==> src/rtl/seven_seg_pkg.sv <==
// Shared constants and types for the seven-segment scan decoder.
// Latency: n/a (declarations only).
// Backpressure: n/a.
//
// Contents: digit count, active-low segment codes for hex 0..F, scan FSM state type.
package seven_seg_pkg;

  localparam int NUM_DIGITS = 4;

  // Active-low segment codes, bit0 = a ... bit6 = g.
  localparam logic [6:0] SEG_0 = 7'h40;
  localparam logic [6:0] SEG_1 = 7'h79;
  localparam logic [6:0] SEG_2 = 7'h24;
  localparam logic [6:0] SEG_3 = 7'h30;
  localparam logic [6:0] SEG_4 = 7'h19;
  localparam logic [6:0] SEG_5 = 7'h12;
  localparam logic [6:0] SEG_6 = 7'h02;
  localparam logic [6:0] SEG_7 = 7'h78;
  localparam logic [6:0] SEG_8 = 7'h00;
  localparam logic [6:0] SEG_9 = 7'h10;
  localparam logic [6:0] SEG_A = 7'h08;
  localparam logic [6:0] SEG_B = 7'h03;
  localparam logic [6:0] SEG_C = 7'h46;
  localparam logic [6:0] SEG_D = 7'h21;
  localparam logic [6:0] SEG_E = 7'h06;
  localparam logic [6:0] SEG_F = 7'h0E;

  // Index i holds the code for hex value i.
  localparam logic [15:0][6:0] SEG_CODES = {
    SEG_F, SEG_E, SEG_D, SEG_C, SEG_B, SEG_A, SEG_9, SEG_8,
    SEG_7, SEG_6, SEG_5, SEG_4, SEG_3, SEG_2, SEG_1, SEG_0
  };

  typedef enum logic [1:0] {
    ST_IDLE,    // no digit enable asserted
    ST_SETTLE,  // a digit is enabled, waiting for the pattern to settle
    ST_HELD     // this stable window has already been evaluated
  } scan_state_t;

endpackage

==> src/rtl/seven_seg_pattern_decode.sv <==
// Maps an active-low seven-segment pattern to a hex nibble.
// Latency: combinational.
// Backpressure: none.
//
// Ports: segments (in, active-low a..g), pat_vld (out, pattern is a hex code),
//        pat_dat (out, decoded nibble, 0 when pat_vld is low).
module seven_seg_pattern_decode
  import seven_seg_pkg::*;
(
  input  logic [6:0] segments,
  output logic       pat_vld,
  output logic [3:0] pat_dat
);

  always_comb begin
    pat_vld = 1'b0;
    pat_dat = 4'h0;
    for (int i = 0; i < 16; i++) begin
      if (segments == SEG_CODES[i]) begin
        pat_vld = 1'b1;
        pat_dat = 4'(i);
      end
    end
  end

endmodule

==> src/rtl/seven_seg_scan_decoder.sv <==
// Recovers the four hex digits shown on a scanned, active-low seven-segment display.
// Latency: a digit held from cycle t is captured at edge t+2+STABLE_CYCLES; frame_valid one cycle after the 4th capture.
// Backpressure: none; the display is sampled continuously and frames are published as they complete.
//
// Ports: sys_clk, rst (async, active-high); segments[6:0] and seven_segs[3:0] (active-low, asynchronous);
//        digits[15:0] last complete frame (nibble n = digit n); frame_valid, pattern_err, anode_err (1-cycle pulses);
//        scan_stall (level, no capture within TIMEOUT_CYCLES).
// Optional feature: define SCAN_TIMEOUT_EN to build the stall timeout; otherwise scan_stall is tied low.
module seven_seg_scan_decoder
  import seven_seg_pkg::*;
#(
  parameter int STABLE_CYCLES  = 16,
  parameter int TIMEOUT_CYCLES = 1048576
) (
  input  logic        sys_clk,
  input  logic        rst,
  input  logic [6:0]  segments,
  input  logic [3:0]  seven_segs,
  output logic [15:0] digits,
  output logic        frame_valid,
  output logic        pattern_err,
  output logic        anode_err,
  output logic        scan_stall
);

  localparam int SMP_W = NUM_DIGITS + 7;
  localparam logic [7:0] STABLE_MAX  = 8'(STABLE_CYCLES);
  localparam logic [7:0] STABLE_EVAL = 8'(STABLE_CYCLES - 1);

  logic [SMP_W-1:0]        sync1_q, sync1_d;
  logic [SMP_W-1:0]        sync2_q, sync2_d;
  logic [SMP_W-1:0]        prev_q, prev_d;
  logic [7:0]              cnt_q, cnt_d;
  scan_state_t             state_q, state_d;
  logic [NUM_DIGITS*4-1:0] staging_q, staging_d;
  logic [NUM_DIGITS-1:0]   seen_q, seen_d;
  logic [NUM_DIGITS*4-1:0] digits_q, digits_d;
  logic                    frame_valid_q, frame_valid_d;
  logic                    pattern_err_q, pattern_err_d;
  logic                    anode_err_q, anode_err_d;

  logic [NUM_DIGITS-1:0]   en_low;
  logic                    same;
  logic                    any_low;
  logic                    multi_low;
  logic                    eval;
  logic                    capture;
  logic                    pat_vld;
  logic [3:0]              pat_dat;

  seven_seg_pattern_decode u_decode (
    .segments (sync2_q[6:0]),
    .pat_vld  (pat_vld),
    .pat_dat  (pat_dat)
  );

  always_comb begin
    sync1_d = {seven_segs, segments};
    sync2_d = sync1_q;
    prev_d  = sync2_q;

    en_low    = ~sync2_q[SMP_W-1:7];
    same      = (sync2_q == prev_q);
    any_low   = |en_low;
    multi_low = ($countones(en_low) > 1);

    // Stability run length of the synchronized sample, saturating.
    cnt_d = '0;
    if (same) begin
      cnt_d = (cnt_q == STABLE_MAX) ? cnt_q : cnt_q + 8'd1;
    end

    // One evaluation per stable window: the edge that leaves SETTLE.
    eval    = same && (state_q != ST_HELD) && any_low && (cnt_q >= STABLE_EVAL);
    capture = eval && !multi_low && pat_vld;

    state_d = state_q;
    if (!same) begin
      state_d = any_low ? ST_SETTLE : ST_IDLE;
    end else if (state_q == ST_HELD) begin
      state_d = ST_HELD;
    end else if (!any_low) begin
      state_d = ST_IDLE;
    end else if (eval) begin
      state_d = ST_HELD;
    end else begin
      state_d = ST_SETTLE;
    end

    // Anode fault outranks pattern fault.
    anode_err_d   = eval && multi_low;
    pattern_err_d = eval && !multi_low && !pat_vld;

    staging_d     = staging_q;
    seen_d        = seen_q;
    digits_d      = digits_q;
    frame_valid_d = 1'b0;

    if (seen_q == '1) begin
      digits_d      = staging_q;
      frame_valid_d = 1'b1;
      seen_d        = '0;
    end

    // Applied after the frame clear so a same-edge capture starts the next frame.
    for (int i = 0; i < NUM_DIGITS; i++) begin
      if (capture && en_low[i]) begin
        staging_d[4*i +: 4] = pat_dat;
        seen_d[i]           = 1'b1;
      end
    end
  end

  always_ff @(posedge sys_clk or posedge rst) begin
    if (rst) begin
      sync1_q       <= '0;
      sync2_q       <= '0;
      prev_q        <= '0;
      cnt_q         <= '0;
      state_q       <= ST_IDLE;
      staging_q     <= '0;
      seen_q        <= '0;
      digits_q      <= '0;
      frame_valid_q <= 1'b0;
      pattern_err_q <= 1'b0;
      anode_err_q   <= 1'b0;
    end else begin
      sync1_q       <= sync1_d;
      sync2_q       <= sync2_d;
      prev_q        <= prev_d;
      cnt_q         <= cnt_d;
      state_q       <= state_d;
      staging_q     <= staging_d;
      seen_q        <= seen_d;
      digits_q      <= digits_d;
      frame_valid_q <= frame_valid_d;
      pattern_err_q <= pattern_err_d;
      anode_err_q   <= anode_err_d;
    end
  end

  assign digits      = digits_q;
  assign frame_valid = frame_valid_q;
  assign pattern_err = pattern_err_q;
  assign anode_err   = anode_err_q;

`ifdef SCAN_TIMEOUT_EN
  localparam int TMO_W = $clog2(TIMEOUT_CYCLES + 1);
  localparam logic [TMO_W-1:0] TMO_MAX = TMO_W'(TIMEOUT_CYCLES);

  logic [TMO_W-1:0] tmo_cnt_q, tmo_cnt_d;

  // Cycles since the last successful capture, saturating at the limit.
  always_comb begin
    tmo_cnt_d = tmo_cnt_q;
    if (capture) begin
      tmo_cnt_d = '0;
    end else if (tmo_cnt_q != TMO_MAX) begin
      tmo_cnt_d = tmo_cnt_q + TMO_W'(1);
    end
  end

  always_ff @(posedge sys_clk or posedge rst) begin
    if (rst) begin
      tmo_cnt_q <= '0;
    end else begin
      tmo_cnt_q <= tmo_cnt_d;
    end
  end

  assign scan_stall = (tmo_cnt_q == TMO_MAX);
`else
  // Timeout compiled out; the term keeps the parameter referenced.
  assign scan_stall = 1'b0 & (TIMEOUT_CYCLES == 0);
`endif

endmodule

==> config.mk <==
export PLATFORM = sky130hd
export DESIGN_NAME = seven_seg_scan_decoder
export DESIGN_NICKNAME = d
export VERILOG_FILES = /design/src/rtl/seven_seg_pkg.sv /design/src/rtl/seven_seg_pattern_decode.sv /design/src/rtl/seven_seg_scan_decoder.sv
export SDC_FILE = /design/constraint.sdc
export NUM_CORES = 1
export LEC_CHECK = 0
export CAP_MARGIN = 30
export CELL_PAD_IN_SITES_DETAIL_PLACEMENT = 1
export CELL_PAD_IN_SITES_GLOBAL_PLACEMENT = 2
export CORE_MARGIN = 2
export CORE_UTILIZATION = 38
export DETAILED_ROUTE_END_ITERATION = 16
export GPL_TIMING_DRIVEN = 0
export HOLD_SLACK_MARGIN = 0.1
export MAX_ROUTING_LAYER = met4
export PLACE_DENSITY_LB_ADDON = 0.1
export SYNTH_ARGS = -nofsm -noshare
export SYNTH_HDL_FRONTEND = slang
export SYNTH_SLANG_ARGS = --single-unit
==> constraint.sdc <==
create_clock -name sys_clk -period 3.2 [get_ports sys_clk]
set_input_delay 0.64 -clock sys_clk [delete_from_list [all_inputs] [get_ports sys_clk]]
set_output_delay 0.64 -clock sys_clk [all_outputs]
set_load 0.02 [all_outputs]
==> results.py <==
metrics = {
    "synthesis": {
        "synthDominantCellAreaShare": 0.5845,
        "ys_seq_area_frac": 0.5845,
        "ys_ff_latch": 82,
        "yosysTopAreaCell": "dfrtp_1",
        "avgSynthCellArea_um2": 11.44,
        "synth_area_leaders": "dfrtp_1, nand2_1, xor2_1",
        "synth-main-ff-cell": "dfrtp_1",
        "synth_edf_count": 0,
        "synthDistinctLibCells": 52,
        "syn-instance-count": 307,
        "syn_area_um2": 3511,
        "synth_warnings": 0,
        "synthArstFlopShare": 1.000,
        "synth_fp_nets": 324,
    },
    "cts": {
        "cts_tree": "done",
        "cts_setup_buffers": 0,
        "clock_path_buffers": 2,
        "cts_resized": 0,
        "cts_htree_levels": 3,
        "path_clk_slew_ns": 0.09,
        "cts_hold_buf": 0,
        "clk_latency_ns": 0.36,
        "numClockSinks": 82,
        "clockRootBuffer": "clkbuf_8",
        "cts_buffers": 9,
    },
    "status": {
        "outcome": "finished clean",
    },
    "route": {
        "vias": 2346,
        "drt-initial-drc-count": 106,
        "via_per_inst": 5.034,
        "finalWirelength_um": 7063,
        "drt_pass1_iterations": 4,
        "wl_per_cell_um": 15.16,
        "drcViolationCount": 0,
        "antenna_left": 0,
    },
    "floorplan": {
        "start_util": 0.3854,
        "core_um2": 9109,
        "num_rows": 35,
        "die_area_um2": 10020,
        "fp.dieW_um": 100.1,
        "dieHeight_um": 100.1,
        "top_level_ports": 33,
    },
    "pwr": {
        "p_seq_frac": 0.544,
        "p_int_mw": 1.473,
        "pwr-share-clk": 0.388,
        "swShare": 0.2526,
        "ir_worst_vdd_v": 0.0002478,
        "power_frac_comb": 0.068,
        "power_density_nw_per_um2": 470.4,
        "finalPower_mw": 1.971,
        "p_sw_uw": 497.9,
        "p_leak_nw": 1.877,
    },
    "placed_design": {
        "numPortBuffers": 31,
        "hpwl_um": 4912,
        "place_ws_ns": 0.7704,
        "gp_congestion": 0.8480,
        "placed_area_um2": 3990,
    },
    "sta": {
        "drv_slew": 0,
        "slew_headroom": 0.5287,
        "fmax_mhz": 418.0,
        "worst_slack_ns": 0.8077,
        "grt_setup_unrepaired": "false",
        "min_period_ns": 2.392,
        "worst_slew_pin_slew_ns": 0.7022,
        "finClkSkew_ns": 0.01454,
        "setup_viol": 0,
        "hold_viol": 0,
        "fin_crit_sh": 0.7476,
    },
    "critical_path": {
        "path_buf_inv": 0,
        "cp_max_fo": 7,
        "cp-start-kind": "flop",
        "cp_top_family": "simple AND/OR/NAND/NOR gates",
        "required_ns": 3.48,
        "crit_type": "reg2reg",
        "cp_slowest_cell": "nor4_4",
        "cp_cell_sequence": "ha_1, and3_1, nor3_1, nand3b_1, nor4_4, and2_2, a2bb2oi_1",
        "slowest_delay_ns": 0.50,
        "arrival_ns": 2.68,
        "endpoint_kind": "flop",
    },
    "layout": {
        "area_growth_syn_to_layout_pct": 19.35,
        "drive_gt1_frac": 0.1183,
        "antenna_cells": 0,
        "nets": 367,
        "fin_util": 0.4600,
        "stdcell_area_um2": 4190,
        "mostFrequentLayoutCells": "dfrtp_1, nand2_1, clkdlybuf4s50_1, a21oi_1, nor2_1",
        "multi_input_area_um2": 1341,
        "ff_latch_area_um2": 2052,
        "final_common_cell": "dfrtp_1",
        "nFillCells": 995,
    },
    "global_routing": {
        "grt.total_usage": 0.1585,
        "grt_antenna_before_repair": 0,
        "grt_pass1_vias": 2405,
        "grt.met3_usage": 0.03552,
        "grt_pass1_wl_um": 12030,
        "grt_max_degree": 55,
        "grt_use_met1": 0.2116,
        "grt.overflow.total": 0,
        "grt.busiest_layer": "met2",
        "use_met2": 0.2401,
    },
    "run": {
        "cap_violations": 0,
    },
    "min_path": {
        "hold_path.class": "reg2reg",
    },
}
==> sequential cells by signal, indices dropped and copies added, names as in the netlist, 2 cells and up <==
register,count
staging_q,16
prev_d,11
digits,16
seen_q,4
prev_q,11
sync1_q,11
state_q,2
cnt_q,8
==> worst register-to-register path: stages (launching register included) <==
cell,delay (ns)
dfrtp_1,0.41
ha_1,0.20
and3_1,0.23
nor3_1,0.08
nand3b_1,0.45
nor4_4,0.51
and2_2,0.28
a2bb2oi_1,0.18
==> power groups by stage <==
| stage | Combinational [mW] | Sequential [mW] | Clock (mW) |
|---|---|---|---|
| 6_report | 0.134 | 1.07 | 0.765 |
| 5_1_grt | 0.148 | 1.08 | 0.836 |
| 4_1_cts | 0.137 | 1.07 | 0.797 |
| 3_5_place_dp | 0.136 | 1.09 | 0 |
| 3_3_place_gp | 0.130 | 1.09 | 0 |
| 2_1_floorplan | 0.0918 | 1.09 | 0 |
==> metrics by stage <==
| step | hold WS (ns) | setup TNS (ns) | instances |
|---|---|---|---|
| floorplan | 0.3312 | 0 | 307 |
| global placement | 0.3326 | -77.07 | 449 |
| detailed placement | 0.3363 | 0 | 450 |
| CTS | 0.3563 | 0 | 466 |
| global route | 0.3706 | 0 | 466 |
| finish | 0.3489 | 0 | 466 |
==> final cells by class <==
type,count,share of cell area
buffer,15,0.02001
clock buffer,9,0.02956
clock inverter,7,0.01821
inverter,9,0.008659
multi-input combinational,201,0.3201
sequential,82,0.4897
tap,111,0.03314
timing repair buffer,32,0.08062
==> layer usage <==
metal,vias up,part of all wire
li1,1138,-
met1,1173,0.49
met4,0,0.015
met2,28,0.47
met5,-,0
met3,7,0.027
==> kinds of logic after synthesis <==
group                    share of synthesized area
flip-flops                                  0.5845
other                                     0.001068
adder cells (fa/ha/maj)                    0.01925
AO/OA/AOI/OAI                               0.1091
AND/OR/NAND/NOR                             0.2053
XOR/XNOR                                   0.04740
buffers and inverters                      0.03350
==> synth_stat cells, types with 3 or more instances <==
cell type,count
nor2b_1,4
nand2b_1,4
clkbuf_1,7
o21ai_0,4
xnor2_1,4
a2bb2oi_1,3
o21ai_1,3
nand2_1,56
a21o_1,3
a31oi_1,3
nor3_1,5
buf_2,4
ha_1,3
a22o_1,4
nand3_1,6
a21oi_1,22
xor2_1,15
nor4_4,5
dfrtp_1,82
nor2_1,20
and4_1,3
inv_1,8
==> final timing paths <==
path	end	depth (start not counted)	slack, ns	start
max	staging_q[8]$_DFFE_PP0P_	7	0.81	cnt_q[0]$_DFFE_PP0P_
min	prev_d[2]$_DFF_PP0_	0	0.35	sync1_q[2]$_DFF_PP0_
max reg2reg	staging_q[8]$_DFFE_PP0P_	7	0.81	cnt_q[0]$_DFFE_PP0P_
min reg2reg	prev_d[2]$_DFF_PP0_	0	0.35	sync1_q[2]$_DFF_PP0_
max in group asynchronous	prev_q[10]$_DFF_PP0_	3	1.98	rst
min in group asynchronous	digits[9]$_DFFE_PP0P_	2	0.61	rst
Power figures use the tool's default switching activity.
==> edit: new RTL, same flow settings <==
Add a define of `SCAN_TIMEOUT_EN`.
--- a/src/rtl/seven_seg_scan_decoder.sv
+++ b/src/rtl/seven_seg_scan_decoder.sv
@@ -7,4 +7,6 @@
 //        scan_stall (level, no capture within TIMEOUT_CYCLES).
 // Optional feature: define SCAN_TIMEOUT_EN to build the stall timeout; otherwise scan_stall is tied low.
+`define SCAN_TIMEOUT_EN
+
 module seven_seg_scan_decoder
   import seven_seg_pkg::*;
Formal check against the unedited RTL: no difference found for any inputs over 10 cycles, from zero or initial values and one cycle with rst high; that may be too few to reach the edited logic, so the function may still have changed.
==> edit against the original RTL <==
Die area rose by 26%. Sequential share of layout area down 0.67 points. Total power grew 32%. Fmax shrank 20%. Synthesized cell count increased by 27%. Final area increased by 27%. Clock skew is 7.7 ps lower. Critical endpoint is now scan_stall. Routed wire length is 29% higher. Final cell count up 25%. Non-clock buffer count grew 3. Register-to-register slack got worse by 510 ps. Synthesized area up 27%. Largest cell class unchanged. Sequential cell count grew 21. Setup slack lost 600 ps.
==> edit: results <==
metrics = {
    "global_routing": {
        "grt_pass1_wl_um": 15950,
        "grt_pass1_vias": 3094,
        "grt_max_degree": 31,
        "grt_util_all_layers": 0.1645,
    },
    "placed_design": {
        "io_buffers": 32,
        "placed_area_um2": 5022,
        "routabilityCongestion": 0.7439,
        "post-dp-hpwl_um": 6605,
    },
    "pwr": {
        "swShare": 0.2289,
        "ir_drop_v": 0.0003767,
        "p_leak_nw": 2.238,
    },
    "clocking": {
        "clock-root-buffer": "clkbuf_16",
        "path_clk_slew_ps": 70,
        "cts.repair.resized": 0,
        "cts_made_buffers": 9,
        "clk-insertion-delay-late_ps": 350,
    },
    "synth": {
        "synthMuxAreaShare": 0.03816,
        "synth.yosys.seq_area_share": 0.5780,
        "synth_xor_area_frac": 0.07464,
        "synth_area_leaders": "dfrtp_1, xor2_1, mux2i_1, nor2_1, xnor2_1",
        "synthAdderAreaFrac": 0.01852,
        "syn_nets": 409,
        "synth_common_cells": "dfrtp_1, nor2_1, inv_1, nand2_1, xor2_1",
        "synth.distinct_cells": 51,
        "synth_compound_area_frac": 0.08502,
    },
    "final_layout": {
        "drive_above_1_share": 0.09524,
        "fin_nets": 455,
    },
    "detailed_routing": {
        "via_per_inst": 5.043,
        "dr.pass1.iters": 4,
        "dr.first_iter.drc_count": 79,
        "wl_um": 9128,
    },
    "setup_path": {
        "worst_path_max_delay_cell": "clkdlybuf4s50_1",
        "cpPeakStageDelay_ps": 680,
        "cp.arrival_ps": 2360,
        "cp_max_fo": 4,
    },
    "sta": {
        "slew_headroom": 0.3658,
        "clock_skew_ps": 6.807,
    },
    "outcome": {
        "outcome": "completed",
    },
}
## edit: cell count changes after synthesis, sizes merged, moves of 4 or more
cell    unedited run  this run
a211oi             0         4
a21oi             22         7
a22o               4         0
dfrtp             82       103
inv                9        27
mux2i              0        17
nand2             56        26
nand4              2         6
nor2              20        43
o21ai              7        19
xnor2              4        17
xor2              15        21
## edit: routing by layer
layer / up-vias / share of wire / track usage / wire [µm]
met5: - / 0 / - / 0
met4: 0 / 0.016 / 0.05854 / 143
met3: 11 / 0.024 / 0.02916 / 219
met2: 34 / 0.47 / 0.2454 / 4268
met1: 1486 / 0.49 / 0.2277 / 4496
li1: 1414 / - / - / -
## edit: cells by family (layout without fill, tap and decap cells)
family,Yosys count,in the layout
fa+ha+maj,6,6
compound gates,48,48
flops,103,103
buf+inv,42,93
mux,17,17
xor+xnor,38,38
simple gates,136,136
## edit: final timing paths
kind                              start            end  slack, ps  cells after the start
max                        tmo_cnt_q[0]     scan_stall        200                      6
min                          sync1_q[0]      prev_d[0]        350                      0
max reg2reg                   prev_d[7]  staging_q[13]        300                      6
min reg2reg                  sync1_q[0]      prev_d[0]        350                      0
max in group asynchronous           rst       cnt_q[7]       1760                      4
min in group asynchronous           rst   tmo_cnt_q[4]        700                      2
## edit: stage by stage
step / std cells / power [mW] / hold WS, ps / setup WS [ps]
after floorplan: 390 / 1.434 / 331.2 / 687.8
after detailed placement: 568 / 1.488 / 335.6 / 262.0
after global routing: 584 / 2.722 / 357.5 / 27.54
after CTS: 584 / 2.653 / 352.1 / 130.5
after global placement: 565 / 1.475 / 332.4 / 245.2
final: 584 / 2.607 / 348.5 / 203.4
## edit: area by class of cell
| type | instances | area (µm²) |
|---|---|---|
| flip-flops and latches | 103 | 2577 |
| clock inverters | 6 | 75.07 |
| well taps | 143 | 178.9 |
| repair buffers | 35 | 380.4 |
| plain buffers | 15 | 97.59 |
| multi-input cells | 245 | 1683 |
| clock buffers | 10 | 239.0 |
| inverters | 27 | 105.1 |
| fillers | 1237 | 6082 |
## edit: critical path: cells and delay by family (launching register included)
| kind | cells | cell delay, ps |
|---|---|---|
| buf+inv | 2 | 780 |
| simple gates | 3 | 660 |
| flops | 1 | 410 |
| fa+ha+maj | 1 | 160 |
## edit: power by group through the flow
stage               clock network, mW  logic [mW]  registers, mW
floorplan                           0      0.0744           1.36
global placement                    0       0.110           1.36
detailed placement                  0       0.122           1.37
CTS                              1.19       0.122           1.34
global route                     1.25       0.133           1.34
finish                           1.15       0.118           1.34
